**src/rtl/mem_cmd_pkg.sv**
```systemverilog
// mem_cmd_pkg: shared state type, register map and bit positions for mem_cmd_csr
package mem_cmd_pkg;

    typedef enum logic [2:0] {
        S_IDLE,
        S_CLEAR,
        S_ISSUE,
        S_WAIT,
        S_TEST
    } state_t;

    localparam logic [7:0] OFF_ADDR   = 8'h00;
    localparam logic [7:0] OFF_WDATA  = 8'h08;
    localparam logic [7:0] OFF_BURST  = 8'h10;
    localparam logic [7:0] OFF_CMD    = 8'h18;
    localparam logic [7:0] OFF_STATUS = 8'h20;
    localparam logic [7:0] OFF_RDATA  = 8'h28;
    localparam logic [7:0] OFF_LAT    = 8'h30;

    localparam int ST_BUSY       = 0;
    localparam int ST_WR_DONE    = 1;
    localparam int ST_RD_DONE    = 2;
    localparam int ST_TEST_DONE  = 3;
    localparam int ST_TIMEOUT    = 4;
    localparam int ST_BUSY_ERR   = 5;
    localparam int ST_RDWR_STAT  = 8;
    localparam int ST_ADDR_STAT  = 16;

    localparam int CMD_WR   = 0;
    localparam int CMD_RD   = 1;
    localparam int CMD_TEST = 2;
    localparam int CMD_CLR  = 3;

    function automatic logic [11:0] burst_fix(input logic [11:0] b);
        return (b == 12'd0) ? 12'd1 : b;
    endfunction

endpackage

```
**src/rtl/mem_cmd_timer.sv**
```systemverilog
// mem_cmd_timer: saturating per-command latency counter with timeout compare
module mem_cmd_timer #(
    parameter int CNT_W          = 32,
    parameter int TIMEOUT_CYCLES = 4096
) (
    input  logic             pClk,
    input  logic             rst_n,
    input  logic             clr,
    input  logic             en,
    output logic [CNT_W-1:0] lat,
    output logic             expired
);

    always_ff @(posedge pClk or negedge rst_n) begin
        if (!rst_n)
            lat <= '0;
        else if (clr)
            lat <= '0;
        else if (en && lat != '1)
            lat <= lat + 1'b1;
    end

    assign expired = lat >= CNT_W'(TIMEOUT_CYCLES - 1);

endmodule

```
**src/rtl/mem_cmd_csr.sv**
```systemverilog
// mem_cmd_csr: host CSR window and command sequencer driving the mem_fsm control inputs
module mem_cmd_csr
    import mem_cmd_pkg::*;
#(
    parameter int                 MMIO_AW        = 16,
    parameter logic [MMIO_AW-1:0] CSR_BASE       = 16'h0040,
    parameter int                 TIMEOUT_CYCLES = 4096,
    parameter int                 CNT_W          = 32
) (
    input  logic               pClk,
    input  logic               pck_cp2af_softReset_n,
    input  logic               mmio_wr_valid,
    input  logic [MMIO_AW-1:0] mmio_wr_addr,
    input  logic [63:0]        mmio_wr_data,
    input  logic               mmio_rd_valid,
    input  logic [MMIO_AW-1:0] mmio_rd_addr,
    input  logic [8:0]         mmio_rd_tid,
    output logic               mmio_rd_rsp_valid,
    output logic [63:0]        mmio_rd_rsp_data,
    output logic [8:0]         mmio_rd_rsp_tid,
    output logic [31:0]        avm_address,
    output logic [63:0]        avm_writedata,
    output logic [11:0]        avm_burstcount,
    output logic               avm_write,
    output logic               avm_read,
    output logic               mem_testmode,
    output logic               rdwr_reset,
    input  logic [63:0]        avm_readdata,
    input  logic               addr_test_done,
    input  logic [4:0]         addr_test_status,
    input  logic [1:0]         rdwr_done,
    input  logic [4:0]         rdwr_status
);

    state_t             state, state_nx;
    logic               busy, op_rd, rd_cap;
    logic               wr_done, rd_done, test_done, timeout, busy_err;
    logic [31:0]        addr_sh, addr_lv;
    logic [63:0]        wdata_sh, wdata_lv, rdata, status, rd_mux;
    logic [11:0]        burst_sh, burst_lv;
    logic [MMIO_AW-1:0] wr_off, rd_off;
    logic [2:0]         go;
    logic               cmd_wr, multi, start_rw, start_test, err_set, clr_sticky;
    logic               done_hit, test_hit, to_hit, lat_clr, lat_en, expired;
    logic [CNT_W-1:0]   lat;

    assign wr_off     = mmio_wr_addr - CSR_BASE;
    assign rd_off     = mmio_rd_addr - CSR_BASE;
    assign go         = mmio_wr_data[2:0];
    assign busy       = state != S_IDLE;
    assign cmd_wr     = mmio_wr_valid && wr_off == MMIO_AW'(OFF_CMD);
    assign multi      = (go[0] & go[1]) | (go[0] & go[2]) | (go[1] & go[2]);
    assign start_rw   = cmd_wr && !busy && !multi && (go[CMD_WR] || go[CMD_RD]);
    assign start_test = cmd_wr && !busy && !go[CMD_WR] && !go[CMD_RD] && go[CMD_TEST];
    assign err_set    = cmd_wr && go != 3'd0 && (busy || multi);
    // A clear bundled with a go bit while busy is rejected as a whole
    assign clr_sticky = cmd_wr && mmio_wr_data[CMD_CLR] && !(busy && go != 3'd0);
    assign done_hit   = state == S_WAIT && (op_rd ? rdwr_done[1] : rdwr_done[0]);
    assign test_hit   = state == S_TEST && addr_test_done;
    assign to_hit     = (state == S_WAIT || state == S_TEST) && expired && !done_hit && !test_hit;
    assign lat_clr    = state == S_ISSUE || start_test;
    assign lat_en     = state == S_WAIT || state == S_TEST;

    mem_cmd_timer #(
        .CNT_W          (CNT_W),
        .TIMEOUT_CYCLES (TIMEOUT_CYCLES)
    ) u_timer (
        .pClk    (pClk),
        .rst_n   (pck_cp2af_softReset_n),
        .clr     (lat_clr),
        .en      (lat_en),
        .lat     (lat),
        .expired (expired)
    );

    always_ff @(posedge pClk or negedge pck_cp2af_softReset_n) begin
        if (!pck_cp2af_softReset_n)
            state <= S_IDLE;
        else
            state <= state_nx;
    end

    always_comb begin
        state_nx     = state;
        rdwr_reset   = state == S_CLEAR;
        avm_write    = state == S_ISSUE && !op_rd;
        avm_read     = state == S_ISSUE && op_rd;
        mem_testmode = state == S_TEST;
        unique case (state)
            S_IDLE:  state_nx = start_rw ? S_CLEAR : start_test ? S_TEST : S_IDLE;
            S_CLEAR: state_nx = S_ISSUE;
            S_ISSUE: state_nx = S_WAIT;
            S_WAIT:  state_nx = (done_hit || to_hit) ? S_IDLE : S_WAIT;
            S_TEST:  state_nx = (test_hit || to_hit) ? S_IDLE : S_TEST;
            default: state_nx = S_IDLE;
        endcase
    end

    always_ff @(posedge pClk or negedge pck_cp2af_softReset_n) begin
        if (!pck_cp2af_softReset_n) begin
            op_rd     <= 1'b0;
            wr_done   <= 1'b0;
            rd_done   <= 1'b0;
            test_done <= 1'b0;
            timeout   <= 1'b0;
            busy_err  <= 1'b0;
            rd_cap    <= 1'b0;
            rdata     <= '0;
        end else begin
            if (start_rw)
                op_rd <= go[CMD_RD];
            wr_done   <= (start_rw || start_test) ? 1'b0 : wr_done | (done_hit && !op_rd);
            rd_done   <= (start_rw || start_test) ? 1'b0 : rd_done | (done_hit && op_rd);
            test_done <= (start_rw || start_test) ? 1'b0 : test_done | test_hit;
            timeout   <= to_hit ? 1'b1 : clr_sticky ? 1'b0 : timeout;
            busy_err  <= err_set ? 1'b1 : clr_sticky ? 1'b0 : busy_err;
            // mem_fsm presents read data one cycle after its done flag
            rd_cap    <= done_hit && op_rd;
            if (rd_cap)
                rdata <= avm_readdata;
        end
    end

    always_ff @(posedge pClk or negedge pck_cp2af_softReset_n) begin
        if (!pck_cp2af_softReset_n) begin
            addr_sh  <= '0;
            wdata_sh <= '0;
            burst_sh <= 12'd1;
            addr_lv  <= '0;
            wdata_lv <= '0;
            burst_lv <= 12'd1;
        end else begin
            if (mmio_wr_valid && wr_off == MMIO_AW'(OFF_ADDR))
                addr_sh <= mmio_wr_data[31:0];
            if (mmio_wr_valid && wr_off == MMIO_AW'(OFF_WDATA))
                wdata_sh <= mmio_wr_data;
            if (mmio_wr_valid && wr_off == MMIO_AW'(OFF_BURST))
                burst_sh <= burst_fix(mmio_wr_data[11:0]);
            if (state == S_CLEAR) begin
                addr_lv  <= addr_sh;
                wdata_lv <= wdata_sh;
                burst_lv <= burst_sh;
            end
        end
    end

    assign avm_address    = addr_lv;
    assign avm_writedata  = wdata_lv;
    assign avm_burstcount = burst_lv;

    always_comb begin
        status                            = '0;
        status[ST_BUSY]                   = busy;
        status[ST_WR_DONE]                = wr_done;
        status[ST_RD_DONE]                = rd_done;
        status[ST_TEST_DONE]              = test_done;
        status[ST_TIMEOUT]                = timeout;
        status[ST_BUSY_ERR]               = busy_err;
        status[ST_RDWR_STAT +: 5]         = rdwr_status;
        status[ST_ADDR_STAT +: 5]         = addr_test_status;
    end

    assign rd_mux = rd_off == MMIO_AW'(OFF_ADDR)   ? {32'd0, addr_sh} :
                    rd_off == MMIO_AW'(OFF_WDATA)  ? wdata_sh :
                    rd_off == MMIO_AW'(OFF_BURST)  ? {52'd0, burst_sh} :
                    rd_off == MMIO_AW'(OFF_STATUS) ? status :
                    rd_off == MMIO_AW'(OFF_RDATA)  ? rdata :
                    rd_off == MMIO_AW'(OFF_LAT)    ? 64'(lat) : '0;

    always_ff @(posedge pClk or negedge pck_cp2af_softReset_n) begin
        if (!pck_cp2af_softReset_n) begin
            mmio_rd_rsp_valid <= 1'b0;
            mmio_rd_rsp_data  <= '0;
            mmio_rd_rsp_tid   <= '0;
        end else begin
            mmio_rd_rsp_valid <= mmio_rd_valid;
            if (mmio_rd_valid) begin
                mmio_rd_rsp_data <= rd_mux;
                mmio_rd_rsp_tid  <= mmio_rd_tid;
            end
        end
    end

endmodule

```
**config.mk**
```make
export PLATFORM = sky130hd
export DESIGN_NAME = mem_cmd_csr
export DESIGN_NICKNAME = d
export VERILOG_FILES = /design/src/rtl/mem_cmd_pkg.sv /design/src/rtl/mem_cmd_timer.sv /design/src/rtl/mem_cmd_csr.sv
export SDC_FILE = /design/constraint.sdc
export NUM_CORES = 1
export LEC_CHECK = 0
export BUFFER_PORTS_ARGS = -buffer_cell sky130_fd_sc_hd__buf_2
export CORE_UTILIZATION = 35
export DETAILED_ROUTE_END_ITERATION = 8
export PLACE_DENSITY = 0.51
export SYNTH_ARGS = -nofsm -noshare
export SYNTH_HDL_FRONTEND = slang
export SYNTH_HIERARCHICAL = 1
export SYNTH_SLANG_ARGS = --single-unit
```
**constraint.sdc**
```tcl
create_clock -name pClk -period 7.3 [get_ports pClk]
set_input_delay 0.365 -clock pClk [delete_from_list [all_inputs] [get_ports pClk]]
set_output_delay 0.365 -clock pClk [all_outputs]
set_load 0.01 [all_outputs]
```
==> reports/results.txt, run 1 <==
Run status = completed
Reg2reg end = u_timer/lat[30]$_DFFE_PN0P_
CTS root buffer = clkbuf_16
Period minus WS final = 3.33 ns
Yosys top cell by area = dfrtp_1
Vias in the first global route = 13,000
Port buffer count = 371
Final cell count without fillers = 2,379
Combinational family with the most area after synthesis = multiplexers
Fill cells = 4,520
CTS H-tree depth = 2
Critical path class = reg -> out
Max-cap violation count = 0
Share of cells above drive strength 1 = 0.463
Slew Viols, Final = 0
Worst hold start = avm_readdata[27]
VDD IR max = 0.146 mV
CTS tree = built
Inst Count DP = 2,233
Seq cells post-synth = 396
Worst-path fanout max = 58
RR Startpoint = state[0]$_DFF_PN0_
Fin crit share = 0.457
Main synth FF type = dfrtp_1
1st-pass router iterations = 5
Yosys top cell area share = 0.577
WHS Path Cells = 2
Register area share after synthesis = 0.580
First-pass GRT wire length = 79,900 um
Die height = 223 um
Clock power frac = 0.400
Ys async rst share = 1.00
Switching share of total power = 0.266
Hold Fails Final Rpt = 0
XOR/XNOR Fraction of Synth Area = 0.00461
Row count = 80
Commonest cells in the netlist = 394 x dfrtp_1, 289 x mux2_2, 108 x nor2_1, 75 x a21oi_1, 56 x clkbuf_1
Final setup fails = 0
Area of the multi-input gates = 6790 um^2
Clk pin slew, worst setup/hold paths = 0.06 ns
Layout area overhead = 26.6%
Fin Setup TNS = 0 ns
Number of CTS-inserted buffers = 45
Initial antenna violation count = 13
Initial core utilization = 0.356
Worst r2r path cells = 7
Grt total ovfl = 0
Cell area after layout = 21,600 um^2
Antenna Violating Nets Remaining = 0
Worst skew pair latency = 0.58 ns
Mapped cell area = 17,100 um^2
Power per Cell Area = 265 nW/um^2
Cell variety after synth = 72
Setup Skew = 0.0233 ns
Seq pwr share = 0.452
DP Area = 19,500 um^2
Power share of the combinational group = 0.147
Synth area leaders = dfrtp_1 58%, mux2_2 19%, nor2_1 2.4%
Pin count of the biggest net entering global routing = 170
RSZ-0062 raised after global routing = false
Worst Hold Path EP = rdata[27]$_DFFE_PN0P_
Clock Path Buffers = 3
Residual DRC = 0
DR vias = 12,500
Syn. warnings = 6
GPL Wtd Cong = 0.776
Post-Syn Nets = 1,501
CTS resizes = 0
Mux cell area share after synthesis = 0.191
Drt via density = 5.24
NetSw = 1.53 mW
Slew @ Worst Pin = 1.07 ns
Total GRT Usage = 0.209
Total Wirelength = 51,600 um
Highest clock rate = 0.300 GHz
Sequential standard cell area = 9920 um^2
Cells after synthesis = 1,314
Reg2Reg Setup Slack = 4.60 ns
Crit path arrival time = 2.97 ns
Area of the die = 49,700 um^2
Leak = 10.6 nW
Area fraction in compound gates after synthesis = 0.101
Cell internal pwr = 4.21 mW
WL/cell = 21.7 um
Cell with the most instances after synthesis = dfrtp_1
Die X = 223 um
EDFF count, synth = 0
HP Class = in -> reg
CP endpoint kind = output pin
Core Area = 47,900 um^2
# clock sinks = 396
Final layout net count = 1,912
Synth Area in Simple Gates = 0.0963
Post-synthesis adder-cell area fraction = 0.00132
Type of origin of the critical path = flop
# IOs = 372
Max-slew headroom = 0.284
Critical path required time = 6.93 ns
Post-DP HPWL = 35,500 um
Detailed router's first-iteration violation count = 666
Syn avg cell area = 13.0 um^2
## worst max-delay path, stage by stage (launching register included)
cell and delay, ns:
dfrtp_1 0.42, nor3b_2 0.18, buf_4 0.67, buf_4 0.70, buf_2 0.26
## what timing repair did
| item | in CTS | in global routing |
|---|---|---|
| hold buffers | 60 | 0 |
| endpoints found under the hold margin | 172 | 0 |
| setup buffers | 0 | 0 |
## layout by cell type, fill, tap and decap left out, types with 4 or more instances in the layout
master,n
diode_2,4
mux2_2,289
buf_2,369
or3_1,31
or4_1,7
o31ai_1,5
o21ai_0,25
nand2_1,16
clkbuf_1,11
a22oi_1,30
xnor2_1,7
dfrtp_1,393
dlygate4sd3_1,60
nand2b_1,29
nor2_1,108
clkbuf_16,46
inv_1,10
o22ai_2,30
or3_2,7
nor3_1,7
nor2b_1,5
nor4_1,9
clkbuf_8,9
a21oi_1,75
nand3_1,13
clkinv_2,8
a221oi_1,44
nand4_1,15
and3_1,4
buf_4,15
## cell families (layout without fill, tap and decap cells)
group | count (synthesis) | count (layout)
buffers and inverters | 93 | 539
adder cells (fa/ha/maj) | 2 | 2
XOR/XNOR | 9 | 9
other | 0 | 4
AO/OA/AOI/OAI | 233 | 233
multiplexers | 290 | 290
flip-flops | 396 | 396
AND/OR/NAND/NOR | 291 | 291
## sequential cells by signal (all words and copies together), names as in the netlist, 3 cells and up
signal	flops
avm_address	32
state	3
addr_sh	32
avm_burstcount	12
mmio_rd_rsp_tid	9
wdata_sh	64
u_timer/lat	32
burst_sh	12
avm_writedata	64
mmio_rd_rsp_data	64
rdata	64
## worst max-delay path by stage
stage	endpoint	slack (ns)	depth (start not counted)	startpoint
after floorplan	u_timer/lat[17]$_DFFE_PN0P_	4.47	9	mmio_wr_addr[9]
after global placement	mmio_rd_rsp_data[7]$_DFFE_PN0P_	4.32	6	mmio_rd_addr[3]
after detailed placement	mmio_rd_rsp_data[7]$_DFFE_PN0P_	4.26	6	mmio_rd_addr[3]
after CTS	rdwr_reset	3.88	4	state[2]$_DFF_PN0_
after global routing	rdwr_reset	3.77	4	state[2]$_DFF_PN0_
final	rdwr_reset	3.97	4	state[2]$_DFF_PN0_
## per-stage QoR
stage / util / total power, mW / hold slack, ns / worst slack, ns
6_report: 0.451 / 5.74 / 0.0319 / 3.97
5_1_grt: 0.451 / 6.00 / 0.00753 / 3.77
4_1_cts: 0.451 / 5.82 / 0.0000976 / 3.88
3_5_place_dp: 0.407 / 3.47 / 0.487 / 4.26
3_3_place_gp: 0.407 / 3.46 / 0.483 / 4.32
2_1_floorplan: - / 3.14 / 0.0694 / 4.47
## power by group through the flow
stage / combinational, mW / sequential (mW) / clock (mW)
global placement: 0.826 / 2.63 / 0
detailed placement: 0.835 / 2.64 / 0
finish: 0.844 / 2.60 / 2.30
global route: 0.926 / 2.63 / 2.44
CTS: 0.865 / 2.60 / 2.36
floorplan: 0.582 / 2.56 / 0
## layout make-up
class,count,area share
Antenna cell,4,0.000463
Clock buffer,66,0.0608
Clock inverter,16,0.00879
Inverter,11,0.00191
Multi-Input combinational cell,825,0.314
Sequential cell,396,0.458
Tap cell,615,0.0356
Timing Repair Buffer,446,0.120
## metal layers
metal	GRT usage	vias to the layer above	wire length, um
met5	0	-	93
met4	0.0750	14	1530
met3	0.0515	97	3150
met2	0.333	337	23900
met1	0.275	6335	22900
li1	-	5694	-
Note: power is estimated with default switching activity, not from simulation.
==> run 2, diff against run 1 <==
--- a/config.mk
+++ b/config.mk
@@ -8,7 +8,7 @@
 export BUFFER_PORTS_ARGS = -buffer_cell sky130_fd_sc_hd__buf_2
 export CORE_UTILIZATION = 35
 export DETAILED_ROUTE_END_ITERATION = 8
-export PLACE_DENSITY = 0.51
+export PLACE_DENSITY = 0.54
 export SYNTH_ARGS = -nofsm -noshare
 export SYNTH_HDL_FRONTEND = slang
 export SYNTH_HIERARCHICAL = 1
==> constraint.sdc (replaced) <==
create_clock -name pClk -period 2.8 [get_ports pClk]
set_input_delay 0.14 -clock pClk [delete_from_list [all_inputs] [get_ports pClk]]
set_output_delay 0.14 -clock pClk [all_outputs]
set_load 0.01 [all_outputs]
==> reports/results.txt, run 2 (synthesized netlist as in run 1, its figures left out) <==
Die height = 223 um
CTS resizes = 0
Cell internal pwr = 11.3 mW
Leak = 11.1 nW
Slew @ Worst Pin = 0.718 ns
Reg2reg end = u_timer/lat[23]$_DFFE_PN0P_
Period minus WS final = 2.47 ns
Clock power frac = 0.404
Final layout net count = 2,029
Commonest non-fill, non-tap cells in the layout = 393 x dfrtp_1, 369 x buf_2, 289 x mux2_2, 153 x dlygate4sd3_1, 108 x nor2_1
RSZ-0062 raised after global routing = false
# IOs = 372
Max-slew headroom = 0.521
Setup Skew = 0.0186 ns
GPL Wtd Cong = 0.846
Fin crit share = 0.881
CTS H-tree depth = 2
Grt total ovfl = 0
Antenna Violating Nets Remaining = 0
Core Area = 47,900 um^2
# clock sinks = 396
NetSw = 4.03 mW
Pin count of the biggest net entering global routing = 69
Reg2Reg Setup Slack = 0.33 ns
Number of CTS-inserted buffers = 46
Post-DP HPWL = 35,900 um
CTS root buffer = clkbuf_16
Share of cells above drive strength 1 = 0.446
Total power = 15.4 mW
Max-cap violation count = 0
Initial antenna violation count = 9
Crit path arrival time = 2.98 ns
Run status = completed
Final setup fails = 0
Type of origin of the critical path = flop
Total Wirelength = 53,000 um
Worst setup endpoint = u_timer/lat[23]$_DFFE_PN0P_
1st-pass router iterations = 4
Total GRT Usage = 0.213
Hold-fix buffer count after cts = 153
Drt via density = 5.18
DR vias = 12,900
Power share of the combinational group = 0.160
Switching share of total power = 0.262
Hold Fails Final Rpt = 0
Area of the die = 49,700 um^2
Setup Fix Bufs, Post-CTS = 0
Initial core utilization = 0.356
Vias in the first global route = 13,300
Most common cell after layout, fill and taps aside = dfrtp_1
Port buffer count = 371
Worst r2r path cells = 5
Power per Cell Area = 669 nW/um^2
Clk pin slew, worst setup/hold paths = 0.06 ns
Highest clock rate = 0.405 GHz
VDD IR max = 0.470 mV
Worst-path fanout max = 18
Fill cells = 4,382
CP endpoint kind = flop
RR Startpoint = u_timer/lat[8]$_DFFE_PN0P_
Critical path required time = 3.31 ns
Critical path class = reg -> reg
HP Class = in -> reg
Die X = 223 um
Worst skew pair latency = 0.58 ns
Detailed router's first-iteration violation count = 549
Seq pwr share = 0.437
CP startpoint = u_timer/lat[8]$_DFFE_PN0P_
WL/cell = 21.2 um
Slew Viols, Final = 0
First-pass GRT wire length = 81,400 um
CTS tree = built
Clock Path Buffers = 3
Residual DRC = 0
Layout area overhead = 34.3%
DP Area = 19,800 um^2
Fin Setup TNS = 0 ns
Cell area after layout = 23,000 um^2
Row count = 80
-- run 2: worst min path at each step --
stage	cells after the start	startpoint	to	slack, ns
finish	4	rdwr_done[0]	wr_done$_DFF_PN0_	0.04
global route	4	rdwr_done[0]	wr_done$_DFF_PN0_	0.04
CTS	4	mmio_wr_addr[3]	busy_err$_DFFE_PN0P_	0.003
detailed placement	1	pck_cp2af_softReset_n	mmio_rd_rsp_tid[0]$_DFFE_PN0P_	0.17
global placement	1	pck_cp2af_softReset_n	mmio_rd_rsp_tid[0]$_DFFE_PN0P_	0.16
floorplan	0	pck_cp2af_softReset_n	addr_sh[0]$_DFFE_PN0P_	-0.16
-- run 2: power groups by stage --
stage | Combinational, mW | Sequential (mW) | Clock, mW
finish | 2.45 | 6.71 | 6.20
global route | 2.66 | 6.79 | 6.57
CTS | 2.48 | 6.71 | 6.35
detailed placement | 2.31 | 6.82 | 0
global placement | 2.27 | 6.79 | 0
floorplan | 1.52 | 6.67 | 0
-- run 2: per-stage QoR --
| step | cells | util | setup WS [ns] | hold WS [ns] |
|---|---|---|---|---|
| after CTS | 2494 | 0.478 | 0.346 | 0.00339 |
| after floorplan | 1314 | - | 0.160 | -0.156 |
| final | 2499 | 0.479 | 0.334 | 0.0372 |
| after detailed placement | 2256 | 0.413 | 0.279 | 0.169 |
| after global routing | 2498 | 0.479 | 0.133 | 0.0398 |
| after global placement | 2256 | 0.413 | 0.341 | 0.160 |
-- run 2: cell type report --
type	instances	area, um^2	area share
antenna	5	12.5	0.000545
clock buffer	78	1470	0.0642
clock inverter	7	109	0.00474
inverter	11	41.3	0.00180
multi-input combinational	825	6790	0.296
sequential	396	9920	0.432
tap	615	769	0.0335
timing repair buffer	562	3840	0.167
-- run 2: critical path, cell delays in order (launching register included) --
cell and delay [ns]:
dfrtp_1 0.53, nand4_2 0.28, nor4_4 0.57, a311o_1 0.66
o21ai_0 0.21, a21oi_1 0.15
-- run 2: routing by layer --
metal / global-route usage / vias to the layer above / routed length, um
met5: 0 / - / 27
met4: 0.0638 / 4 / 1300
met3: 0.0460 / 81 / 2770
met2: 0.352 / 364 / 25300
met1: 0.279 / 6563 / 23600
li1: - / 5926 / -
